`config.mk`:
```
export PLATFORM = sky130hd
export DESIGN_NAME = ym3438_lfo_sched
export DESIGN_NICKNAME = d
export VERILOG_FILES = /design/src/rtl/ym3438_pkg.sv /design/src/rtl/ym3438_phase_gen.sv /design/src/rtl/ym3438_lfo_sched.sv
export SDC_FILE = /design/constraint.sdc
export NUM_CORES = 1
export LEC_CHECK = 0
export ABC_CLOCK_PERIOD_IN_PS = 2500
export CELL_PAD_IN_SITES_DETAIL_PLACEMENT = 1
export CELL_PAD_IN_SITES_GLOBAL_PLACEMENT = 1
export CORE_MARGIN = 3
export CORE_UTILIZATION = 30
export DETAILED_ROUTE_END_ITERATION = 16
export PLACE_DENSITY_LB_ADDON = 0.1
export SKIP_CTS_REPAIR_TIMING = 1
export SYNTH_ARGS = -nofsm -noshare
export SYNTH_HDL_FRONTEND = slang
export SYNTH_SLANG_ARGS = --single-unit
```
`constraint.sdc`:
```
create_clock -name MCLK -period 2.5 [get_ports MCLK]
set_input_delay 0.75 -clock MCLK [delete_from_list [all_inputs] [get_ports MCLK]]
set_output_delay 0.75 -clock MCLK [all_outputs]
set_load 0.02 [all_outputs]
```
`src/rtl/ym3438_pkg.sv`:
```
// Shared constants and types for the YM3438 timing and LFO configuration blocks.
package ym3438_pkg;
  localparam int         YM_SLOTS    = 24;
  localparam int         YM_CHANNELS = 6;
  localparam logic [7:0] YM_REG_TEST = 8'h21;
  localparam logic [7:0] YM_REG_LFO  = 8'h22;

  typedef logic [4:0] slot_t;
endpackage

```
`src/rtl/ym3438_phase_gen.sv`:
```
// Phase counter dividing MCLK into one operator slot; emits one-MCLK c1/c2 enables
// and a last_ph strobe marking the final MCLK of the slot.
module ym3438_phase_gen #(
  parameter int CLK_DIV = 6
) (
  input  logic clk,
  input  logic rst_n,
  output logic c1,
  output logic c2,
  output logic last_ph
);
  localparam int PW = $clog2(CLK_DIV);

  logic [PW-1:0] ph;

  assign last_ph = (ph == PW'(CLK_DIV - 1));

  // c1/c2 are registered from the current ph, so c1 appears on the first edge after reset.
  always_ff @(posedge clk or negedge rst_n) begin
    if (!rst_n) begin
      ph <= '0;
      c1 <= 1'b0;
      c2 <= 1'b0;
    end else begin
      ph <= last_ph ? '0 : ph + PW'(1);
      c1 <= (ph == '0);
      c2 <= (ph == PW'(CLK_DIV / 2));
    end
  end
endmodule

```
`src/rtl/ym3438_lfo_sched.sv`:
```
// Slot sequencer and LFO/test register port: writes are staged and only committed
// on the last-slot wrap so the LFO never sees a mid-cycle configuration change.
module ym3438_lfo_sched
  import ym3438_pkg::*;
#(
  parameter int         CLK_DIV   = 6,
  parameter int         SLOTS     = YM_SLOTS,
  parameter logic [7:0] ADDR_TEST = YM_REG_TEST,
  parameter logic [7:0] ADDR_LFO  = YM_REG_LFO
) (
  input  logic       MCLK,
  input  logic       IC,
  input  logic       wr_req,
  input  logic [7:0] wr_addr,
  input  logic [7:0] wr_data,
  output logic       wr_ack,
  output logic       c1,
  output logic       c2,
  output slot_t      slot,
  output logic [2:0] ch_sel,
  output logic [1:0] op_sel,
  output logic       fsm_sel23,
  output logic [3:0] lfo,
  output logic [7:0] reg_21,
  output logic       cfg_pend
);
  logic       last_ph;
  logic       slot_wrap, ch_wrap, commit;
  slot_t      slot_nxt;
  logic [2:0] ch_nxt;
  logic [1:0] op_nxt;
  logic       accept, wr_lfo, wr_21;
  logic [3:0] pend_lfo;
  logic [7:0] pend_21;
  logic       pend_lfo_v, pend_21_v;
  logic       pend_lfo_v_nxt, pend_21_v_nxt;

  ym3438_phase_gen #(.CLK_DIV(CLK_DIV)) u_phase (
    .clk     (MCLK),
    .rst_n   (IC),
    .c1      (c1),
    .c2      (c2),
    .last_ph (last_ph)
  );

  // ch/op wrap on their own; slot wrap forces both back to 0 so they stay aligned.
  always_comb begin
    slot_wrap = (slot == slot_t'(SLOTS - 1));
    ch_wrap   = (ch_sel == 3'(YM_CHANNELS - 1));
    slot_nxt  = slot_wrap ? '0 : slot + 5'd1;
    ch_nxt    = (slot_wrap || ch_wrap) ? 3'd0 : ch_sel + 3'd1;
    op_nxt    = slot_wrap ? 2'd0 : (ch_wrap ? op_sel + 2'd1 : op_sel);
    commit    = last_ph && slot_wrap;
  end

  // Handshake: wr_req is held until wr_ack; a request is taken on any edge with
  // wr_req=1 and wr_ack=0, and wr_ack is high for exactly the following MCLK.
  always_comb begin
    accept         = wr_req && !wr_ack;
    wr_lfo         = accept && (wr_addr == ADDR_LFO);
    wr_21          = accept && (wr_addr == ADDR_TEST);
    pend_lfo_v_nxt = wr_lfo ? 1'b1 : (commit ? 1'b0 : pend_lfo_v);
    pend_21_v_nxt  = wr_21  ? 1'b1 : (commit ? 1'b0 : pend_21_v);
  end

  always_ff @(posedge MCLK or negedge IC) begin
    if (!IC) begin
      slot      <= '0;
      ch_sel    <= '0;
      op_sel    <= '0;
      fsm_sel23 <= 1'b0;
    end else if (last_ph) begin
      slot      <= slot_nxt;
      ch_sel    <= ch_nxt;
      op_sel    <= op_nxt;
      fsm_sel23 <= (slot_nxt == slot_t'(SLOTS - 1));
    end
  end

  // Commit reads pending contents from before this edge; a same-edge write stays pending.
  always_ff @(posedge MCLK or negedge IC) begin
    if (!IC) begin
      wr_ack     <= 1'b0;
      pend_lfo   <= '0;
      pend_21    <= '0;
      pend_lfo_v <= 1'b0;
      pend_21_v  <= 1'b0;
      lfo        <= '0;
      reg_21     <= '0;
      cfg_pend   <= 1'b0;
    end else begin
      wr_ack     <= accept;
      pend_lfo_v <= pend_lfo_v_nxt;
      pend_21_v  <= pend_21_v_nxt;
      cfg_pend   <= pend_lfo_v_nxt | pend_21_v_nxt;
      if (wr_lfo) pend_lfo <= wr_data[3:0];
      if (wr_21)  pend_21  <= wr_data;
      if (commit && pend_lfo_v) lfo    <= pend_lfo;
      if (commit && pend_21_v)  reg_21 <= pend_21;
    end
  end
endmodule

```
Yosys cells after proc, flatten, opt, wreduce, memory -nomap -nowiden
Index checks and enable logic that the tools add are counted.
{ "classes": {"addsub": 4, "multipliers": 0, "n_div": 0, "n_lt_le_gt_ge": 0, "n_eq_ne": 7, "shift": 0, "muxes": 9, "n_bitwise": 1, "reduce_logical": 11} }
{ "ops": {"columns": ["operator", "n"], "rows": [
  ["8-bit by 6-bit == test with 1-bit output, second input constant", 2],
  ["5-bit == test, second input constant", 2],
  ["3-bit by 1-bit adder with 3-bit output, second input constant", 2],
  ["3-bit == test, second input constant", 2],
  ["1-bit logical AND", 6],
  ["3-bit two-way mux", 2],
  ["5-bit by 1-bit adder with 5-bit output, second input constant", 1],
  ["5-bit two-way mux", 1],
  ["1-bit two-way mux", 4],
  ["2-bit two-way mux", 2],
  ["3-bit by 2-bit == test with 1-bit output, second input constant", 1],
  ["3-bit logical NOT", 1],
  ["2-bit by 1-bit adder with 2-bit output, second input constant", 1],
  ["2-bit AND reduction", 1],
  ["2-bit nonzero test", 1],
  ["1-bit logical NOT", 1],
  ["1-bit logical OR", 1],
  ["1-bit bitwise OR", 1]
]} }
{ "word_totals": {"ff_bits": 44, "latchBits": 0, "ram_bits": 0, "rom_bits": 0, "out_inout_bits": 27, "wordCells": 47, "memories": 0} }

Depth between registers and ports, before layout
{ "logic_depth": {"word_depth": 5, "mapped_depth": 5, "ltp_nobuf": 5} }

Cells and area by module
A second synthesis with hierarchy kept.
{ "unflattened": {"hier_cells": 141, "hier_area_um2": 1904.3} }
{ "by_module_without_submodules": {"columns": ["mod", "n_inst", "cells_per_inst", "area_each_um2", "seq_area_each_um2"], "rows": [
  ["ym3438_lfo_sched", 1, 127, 1716.6, 975.9],
  ["ym3438_phase_gen", 1, 14, 187.7, 125.1]
]} }

Worst setup path after synthesis
Ideal clock, no wire load.
{ "synth_path": {"kind": "input to register", "start": "input wr_addr[2]", "end": "register pend_21[0]", "setup_ps": 125, "arrival_time_ps": 1633, "t_required_ps": 2375, "slack_ps": 742, "path_stages": 3, "n_path_buf": 0, "path_cell_list": "nor4b_4 -> nand4b_2 -> mux2_2"} }
{ "synth_via": {"elab_chain_len": 2} }
{ "synth_rtl": {"columns": ["element", "line_no", "text"], "rows": [
  ["start, declared", "ym3438_lfo_sched.sv:14", "input logic [7:0] wr_addr,"],
  ["8-bit by 6-bit == test with 1-bit output", "ym3438_lfo_sched.sv:61", "wr_21 = accept && (wr_addr == ADDR_TEST);"],
  ["1-bit logical AND", "ym3438_lfo_sched.sv:61", null],
  ["end signal, assigned", "ym3438_lfo_sched.sv:97", "if (wr_21) pend_21 <= wr_data;"],
  ["end, declared", "ym3438_lfo_sched.sv:34", "logic [7:0] pend_21;"]
]} }
Every way passes these cells.
A chain may end at the register's enable or synchronous reset.

Worst setup path in the final report
{ "layout_path": {"start": "register slot[2]", "end": "output slot[2]"} }
{ "layout_rtl": {"columns": ["element", "line_no", "text"], "rows": [
  ["start, declared", "ym3438_lfo_sched.sv:19", "output slot_t slot,"],
  ["start signal, assigned", "ym3438_lfo_sched.sv:73", "slot <= slot_nxt;"]
]} }
No word-level cell between the ends.

==> metrics.md <==
| Metric | Value |
|---|---|
| Status | completed |
| Share of post-route cells with drive strength above 1 | 0.228 |
| Syn Nets | 164 |
| Buf/Inv on CP | 1 |
| First-pass GRT wire length | roughly 7 mm |
| Max-cap violations | 0 |
| WP data arrival | between 1 and 1.5 ns |
| Max-slew headroom at the worst pin | 0.716 |
| Req. time, crit path | ~1.8 ns |
| Synth top area share | 0.585 |
| Synth Register Bits | 44 |
| ANT cells | 0 |
| IO Port Bufs | between 40 and 50 |
| Worst-Skew Late Latency | about 0.30 ns |
| Mapped Cells | 140 |
| Worst hold path type | input pin to asynchronous set/reset pin |
| Peak VDD IR | ~0.00031 V |
| Met1 Track Usage GR | 0.159 |
| DR vias/cell | about 4.8 |
| Crit-path max FO | 8 |
| Die Wd | 85.2 microns |
| Clock tree sinks | 44 |
| Number of warnings issued by yosys | 0 |
| Crit path cell chain | clkdlybuf4s50_1 |
| Worst R2R Path Depth | 4 |
| Max-slew violation count | 0 |
| Area growth, synth to finish | 34.6% |
| Die height | approximately 85 microns |
| Core Rows | 28 |
| Yosys cell types | 32 |
| Setup crit end kind | output pin |
| Net count, final | ~220 |
| Seq. cell area | 1100 sq um |
| DRT Pass-1 Iters | 3 |
| Cell family with most CP delay | buffers and inverters |
| Most used routing layer in global routing | met2 |
| F_max | between 0.4 and 0.5 GHz |
| Final setup skew | 0.00642 ns |
| TritonCTS clock tree | done |
| DRC viols | 0 |
| CTS clk-pin slew, worst paths | around 0.080 ns |
| Routed vias | between 1,000 and 1,500 |
| Cell accounting for the most synthesized area | dfrtp_1 |
| Synth Area per Inst | between 10 and 15 sq um |
| DR iter-0 viols | 37 |
| WP depth | 1 |
| Startpoint class of the critical path | flip-flop |
| Top cells by area, synth | dfrtp_1, mux2_2, ha_1, nor4b_4, nand2_1 |
| Crit path time final | between 2 and 2.5 ns |
| Slew @ Worst Pin | around 0.42 ns |
| RSZ-0062 raised after global routing | false |
| Area of the multi-input gates | between 700 and 800 sq um |
| Initial antenna violation count | 0 |
| Die area | a little over 7000 sq um |
| Cell Area, Synth | 1880 sq um |
| Crit-path max cell delay | 0.66 ns |
| H-tree depth | 2 |
| Root Driver | clkbuf_8 |
| Core box area | roughly 6000 sq um |
| CTS Buffer Depth | 2 |
| Final weighted congestion in routability-driven placement | 0.802 |
| Per-cell routed wire length | roughly 15 microns |
| Grt met3 use | 0.0311 |
| Remaining antenna violation count after routing | 0 |
| GRT Total Usage | 0.124 |
| I/O pin count | between 40 and 50 |
| DP HPWL | around 3 mm |
| # fillers | 650 |
| M2 GR Usage | 0.201 |
| Fin crit share | 0.878 |
| Critical-path top delay cell | clkdlybuf4s50_1 |
| Leakage | 0.00114 uW |
| Final Setup Violations | 0 |
| Critical path class | flip-flop to output pin |
| Hold slack | 0.354 ns |
| Number of global-route vias before repair | approximately 1,500 |
| DRT Wirelength | 4.12 mm |
| GRT overflow | 0 |
| PwrDens | approximately 520 nW/um^2 |
| Hold Vio Cnt, Final | 0 |
| Sequential area share after synthesis | 0.585 |
| Final TNS setup | 0 ns |
| Initial Util | 0.314 |
| Num CTS Buffers | 5 |
| Largest net degree at the start of global routing | 31 |
==> final cells by class <==
cell class	instances	area share
Sequential cell	44	0.435
Multi-Input combinational cell	87	0.292
Timing Repair Buffer	48	0.185
Tap cell	75	0.0371
Clock buffer	6	0.0287
Clock inverter	2	0.0138
Inverter	6	0.00889
==> synthesized netlist by cell type <==
master,number
and2_1,1
clkbuf_1,1
and3b_1,1
buf_4,2
dfrtp_1,44
nand4b_2,1
ha_1,5
a41oi_1,2
nand4b_1,2
nand3b_1,2
inv_1,6
a21oi_1,1
o31ai_1,2
and2b_2,1
a21bo_2,1
nor2b_1,1
o21ai_0,6
and4b_1,1
nand4_1,1
mux2_2,27
nand3_1,6
xnor2_1,1
nand3_2,1
o2bb2ai_1,1
nor4b_4,2
o22ai_1,2
nor3b_1,1
a31oi_1,1
nand2b_1,2
nor3_1,1
nor2_1,3
nand2_1,11
==> state kept, by name, indices dropped and copies added, names as in the netlist, 2 cells and up <==
name,flops
pend_21,8
ch_sel,3
u_phase.ph,3
pend_lfo,4
op_sel,2
reg_21,8
slot,5
lfo,4
==> metrics by stage <==
step                utilization  total power [uW]  worst slack [ns]  instances  cell area [sq um]
floorplan                     -               750             0.742        140               1880
global placement          0.405               799             0.105        260               2420
detailed placement        0.405               802            0.0293        260               2420
CTS                       0.423              1350             0.288        268               2530
global route              0.423              1370             0.237        268               2530
finish                    0.423              1330             0.306        268               2530
==> cells by family (layout without fill, tap and decap cells) <==
family	after synthesis	after routing	synth area share
DFF	44	44	0.585
and+or+nand+nor	38	38	0.138
muxes	27	27	0.162
AOI/OAI and AO/OA	16	16	0.0559
buffers and inverters	9	62	0.0219
adders and majority gates	5	5	0.0332
xor gates and xnor gates	1	1	0.00466
==> layout by cell type, fill, tap and decap left out, types with 2 or more instances in the layout <==
cell	n
dfrtp_1	44
clkdlybuf4s50_1	44
mux2_2	27
nand2_1	11
inv_1	6
o21ai_0	6
nand3_1	6
ha_1	5
clkbuf_8	5
nor2_1	3
buf_4	3
nor4b_4	2
nand4b_1	2
nand3b_1	2
o22ai_1	2
o31ai_1	2
a41oi_1	2
nand2b_1	2
==> worst paths after layout <==
kind / start / end / slack (ns)
hold reg to reg: pend_21[0] / pend_21[0] / 0.51
hold / removal: IC / u_phase.c2 / 0.35
min in group MCLK: pend_21[0] / pend_21[0] / 0.51
max in group asynchronous: IC / pend_lfo[0] / 1.44
setup / recovery: slot[2] / slot[2] / 0.31
setup reg to reg: slot[0] / reg_21[7] / 0.66
==> power by group <==
| part | internal (uW) | switching (uW) | total, uW |
|---|---|---|---|
| combinational | 36.3 | 25.7 | 62.0 |
| sequential | 719 | 4.90 | 724 |
| clock | 297 | 243 | 540 |
==> routing by layer <==
layer / part of all wire / routed length [microns]
met3: 0.047 / 192
met1: 0.44 / 1810
met5: 0 / 0
met4: 0.013 / 55
met2: 0.50 / 2060
(Power assumes the default switching activity.)
